$ cat src/rtl/mul_tree_issue.sv
// mul_tree_issue: two-stage issue/retire wrapper around an external 32x32
// combinational carry-save tree multiplier. Stage 1 registers unsigned operand
// magnitudes onto the multiplier inputs. Stage 2 captures the unsigned product
// one cycle later, restores the sign and returns it with its tag. Both ends use
// valid/ready handshakes and the pipeline sustains one result per cycle.
module mul_tree_issue #(
    parameter int TAG_W = 4,
    parameter int CNT_W = 32
) (
    input  logic             clk,
    input  logic             rst_n,
    input  logic             in_valid,
    output logic             in_ready,
    input  logic [31:0]      in_a,
    input  logic [31:0]      in_b,
    input  logic             in_signed,
    input  logic [TAG_W-1:0] in_tag,
    output logic [31:0]      mul_a,
    output logic [31:0]      mul_b,
    input  logic [63:0]      mul_c,
    output logic             out_valid,
    input  logic             out_ready,
    output logic [63:0]      out_p,
    output logic [TAG_W-1:0] out_tag,
    output logic [CNT_W-1:0] op_count
);

    logic             s1_valid;
    logic             s1_neg;
    logic [TAG_W-1:0] s1_tag;
    logic             s2_valid;

    logic             accept;
    logic             s2_load;
    logic             out_fire;

    logic [31:0]      mag_a;
    logic [31:0]      mag_b;
    logic             neg_in;
    logic [63:0]      signed_p;

    // Operand magnitudes and result sign; 0x80000000 maps to itself, which
    // the unsigned tree handles correctly.
    always_comb begin
        mag_a  = (in_signed & in_a[31]) ? (~in_a + 32'd1) : in_a;
        mag_b  = (in_signed & in_b[31]) ? (~in_b + 32'd1) : in_b;
        neg_in = in_signed & (in_a[31] ^ in_b[31]);
    end

    // Sign restoration of the tree output; a zero product stays zero.
    always_comb begin
        signed_p = s1_neg ? (~mul_c + 64'd1) : mul_c;
    end

    // Stage 2 loads whenever stage 1 holds work and the output slot is free
    // or being emptied this cycle; stage 1 frees up in the same case.
    assign s2_load   = s1_valid & (~s2_valid | out_ready);
    assign in_ready  = ~s1_valid | s2_load;
    assign accept    = in_valid & in_ready;
    assign out_fire  = s2_valid & out_ready;
    assign out_valid = s2_valid;

    // Stage 1: operand register driving the multiplier, held while stalled.
    always_ff @(posedge clk or negedge rst_n) begin
        if (!rst_n) begin
            s1_valid <= 1'b0;
            s1_neg   <= 1'b0;
            s1_tag   <= '0;
            mul_a    <= '0;
            mul_b    <= '0;
        end else begin
            s1_valid <= accept | (s1_valid & ~s2_load);
            if (accept) begin
                mul_a  <= mag_a;
                mul_b  <= mag_b;
                s1_neg <= neg_in;
                s1_tag <= in_tag;
            end
        end
    end

    // Stage 2: result register, stable while the consumer stalls.
    always_ff @(posedge clk or negedge rst_n) begin
        if (!rst_n) begin
            s2_valid <= 1'b0;
            out_p    <= '0;
            out_tag  <= '0;
        end else begin
            if (s2_load) begin
                s2_valid <= 1'b1;
                out_p    <= signed_p;
                out_tag  <= s1_tag;
            end else if (out_fire) begin
                s2_valid <= 1'b0;
            end
        end
    end

    // Completed-operation counter, wraps naturally at its width.
    always_ff @(posedge clk or negedge rst_n) begin
        if (!rst_n) begin
            op_count <= '0;
        end else if (out_fire) begin
            op_count <= op_count + CNT_W'(1);
        end
    end

endmodule

$ cat config.mk
export PLATFORM = sky130hd
export DESIGN_NAME = mul_tree_issue
export DESIGN_NICKNAME = d
export VERILOG_FILES = /design/src/rtl/mul_tree_issue.sv
export SDC_FILE = /design/constraint.sdc
export NUM_CORES = 1
export LEC_CHECK = 0
export ABC_CLOCK_PERIOD_IN_PS = 2300
export CAP_MARGIN = 20
export CORE_MARGIN = 5
export CORE_UTILIZATION = 47
export DETAILED_ROUTE_END_ITERATION = 7
export GPL_TIMING_DRIVEN = 0
export PLACE_DENSITY_LB_ADDON = 0.05
export SLEW_MARGIN = 20
export SYNTH_ARGS = -nofsm -noshare
export SYNTH_HDL_FRONTEND = slang
export SYNTH_SLANG_ARGS = --single-unit
export TNS_END_PERCENT = 5
$ cat constraint.sdc
create_clock -name clk -period 2.3 [get_ports clk]
set_input_delay 0.46 -clock clk [delete_from_list [all_inputs] [get_ports clk]]
set_output_delay 0.46 -clock clk [all_outputs]
set_load 0.02 [all_outputs]
==> impl_metrics.env <==
export IMPL_status="finished with violations"
export IMPL_failed_checks="setup timing"
export IMPL_synth_area_um2=9530
export IMPL_whs_ps=348
export IMPL_finalHoldViolations=0
export IMPL_pre_cts_slack_ps=-1050
export IMPL_wl_per_cell_um=18.0
export IMPL_layout_commonest_cell="clkdlybuf4s50_1"
export IMPL_die_x_um=152
export IMPL_synth_ff_type="dfrtp_1"
export IMPL_ys_async_sr_fraction=1.00
export IMPL_io_buffer_count=299
export IMPL_die_area_um2=23200
export IMPL_fillCellCount=1658
export IMPL_synthCells=1074
export IMPL_maxSlewHeadroom=0.520
export IMPL_grt_max_degree=63
export IMPL_layout_common_cells="clkdlybuf4s50_1 (255), nand2_1 (194), dfrtp_1 (171)"
export IMPL_crit_family="simple AND/OR/NAND/NOR gates"
export IMPL_tightestPinTransition_ps=720
export IMPL_yosysSeqAreaShare=0.449
export IMPL_path_class="input pin to register"
export IMPL_yosysTopAreaCell="dfrtp_1"
export IMPL_clock_latency_ps=430
export IMPL_syn_area_per_cell_um2=8.87
export IMPL_min_period_ps=2350
export IMPL_synth_warnings=0
export IMPL_synth_fp_nets=1215
export IMPL_wl_um=30800
export IMPL_post_route_util=0.700
export IMPL_routabilityCongestion=0.893
export IMPL_dpl_instance_area_um2=12900
export IMPL_cts_buffers=17
export IMPL_drive_gt1_frac=0.113
export IMPL_yosysUniqueCellTypes=63
export IMPL_max_freq_mhz=425
export IMPL_rows=52
export IMPL_clock_skew_ps=10.6
export IMPL_drc_errors=0
export IMPL_grt_ovfl_total=0
export IMPL_cts_max_level=4
export IMPL_cts_path_max_buffers=2
export IMPL_path_clk_slew_ps=70
export IMPL_drv_cap=0
export IMPL_coreArea_um2=20100
export IMPL_viasPerCell=5.48
export IMPL_rsz0062_at_grt="yes"
export IMPL_setup_violations=1
export IMPL_crit_fanout=7
export IMPL_min_from="mul_c[8]"
export IMPL_drtIter0Drc=454
export IMPL_fin_tns_setup_ps=-52.3
export IMPL_power_mw=10.1
export IMPL_synth_area_leaders="dfrtp_1 (45%), nand2_1 (7.6%), o21ai_0 (7.0%)"
export IMPL_dieHeight_um=152
export IMPL_synth_top_area_frac=0.449
export IMPL_postLayoutCellArea_um2=14100
export IMPL_path_buf_inv=2
export IMPL_areaGrowthSynthToFinish_pct=47.8
export IMPL_ir_drop_mv=0.465
export IMPL_cp_slowest_cell="or4_4"
export IMPL_finalNonFillerCells=1713
export IMPL_required_ps=2620
export IMPL_endpoint_kind="register"
export IMPL_dr_total_vias=9394
export IMPL_min_path_type="input pin to register"
export IMPL_critPathLaunch="mul_c[38]"
export IMPL_critPathMaxStageDelay_ps=560
export IMPL_power_density_nw_per_um2=717
export IMPL_cp_cell_sequence="dlygate4sd2_1 -> or4_4 -> or2_4 -> or2_4 -> or2_1 -> clkbuf_4 -> a211o_2 -> a21o_1"
export IMPL_grt_pass1_wl_um=49500
export IMPL_critPathArrivalTime_ps=2670
export IMPL_cpMostUsedCell="or2_4"
export IMPL_io_pins=303
export IMPL_ctsRootBufferMaster="clkbuf_16"
export IMPL_synth_seq_cells=171
export IMPL_dpl_cell_count=1645
export IMPL_layout_setup_ws_ps=-52.3
export IMPL_hpwl_um=22700
export IMPL_start_kind="input pin"
export IMPL_synth_edf_count=0
export IMPL_start_util=0.474
export IMPL_r2r_start="s1_neg"
export IMPL_antenna_found_initial=6
export IMPL_grtUsageTotal=0.259
export IMPL_first_pass_iters=5
export IMPL_clock_sinks=171
export IMPL_cts_tree="done"
export IMPL_detail_route_antenna_nets=0
export IMPL_p_leak_nw=5.81
export IMPL_period_share=1.02
export IMPL_nNetsFinal=1567
export IMPL_slew_viol_final=0
export IMPL_grt_pass1_vias=9630
## tightest hold or removal path: stages
cell and delay [ps]:
buf_4 100, xnor2_1 110, o21ai_0 60
## cell usage after synthesis (6+ instances only)
library cell	count
nor4_1	31
nor2_1	71
and3_1	21
a21oi_1	37
nand2_1	194
nand3_1	29
or4_1	11
buf_1	8
a31oi_1	10
or2_2	6
nand4_1	17
o31ai_1	14
o41ai_1	12
clkbuf_1	44
xor2_1	58
inv_1	10
o21ai_0	133
o311ai_0	8
nor3_1	22
and2_1	8
xnor2_1	70
or3_1	10
dfrtp_1	171
## logic make-up after synthesis
group,share of synthesized area
adder cells (fa/ha/maj),0.00525
XOR/XNOR,0.118
flip-flops,0.449
AND/OR/NAND/NOR,0.244
multiplexers,0.00644
buffers and inverters,0.0277
AO/OA/AOI/OAI,0.150
## worst paths after layout
| path | to | slack (ps) | cells past startpoint |
|---|---|---|---|
| max | out_p[53] | -50 | 8 |
| min | out_p[8] | 350 | 3 |
| max reg2reg | out_p[20] | 170 | 5 |
| min reg2reg | op_count[31] | 470 | 1 |
| max in group asynchronous | mul_b[9] | 790 | 4 |
| min in group asynchronous | out_p[13] | 510 | 2 |
## per-layer routing
layer  GRT usage  vias to the layer above  part of all wire  routed length [um]
met5           0                        -           0.00042                  13
met4      0.0985                        2             0.031                 954
met3      0.0844                       60             0.083                2540
met2       0.433                      313              0.48               14800
met1       0.314                     4486              0.41               12500
li1            -                     4533                 -                   -
## power breakdown
group	leakage (nW)	switching (mW)	internal, mW	total, mW
combinational	3.41	1.85	1.57	3.42
sequential	2.13	0.351	3.53	3.88
clock	0.271	1.27	1.52	2.80
## state kept, by name, summed over array words and instances, names as in the netlist
| name | count |
|---|---|
| mul_a | 32 |
| mul_b | 32 |
| op_count | 32 |
| out_p | 64 |
| out_tag | 4 |
| out_valid | 1 |
| s1_neg | 1 |
| s1_tag | 4 |
| s1_valid | 1 |
## layout make-up
cell class	instances	area (um2)	area share
inverter	10	37.5	0.00267
buffer	55	258	0.0183
clock buffer	18	439	0.0312
clock inverter	13	119	0.00844
tap	270	338	0.0240
timing repair buffer	333	3260	0.231
antenna	5	12.5	0.000888
sequential	171	4280	0.304
multi-input combinational	838	5340	0.379
## timing repair
item,in CTS,in global routing
pin swaps,24,22
setup endpoints to repair,101,97
hold endpoints to repair,48,0
hold buffers,1,0
resized for setup,89,66
setup buffers,20,11
No activity file was read; power rests on OpenSTA's default activity.
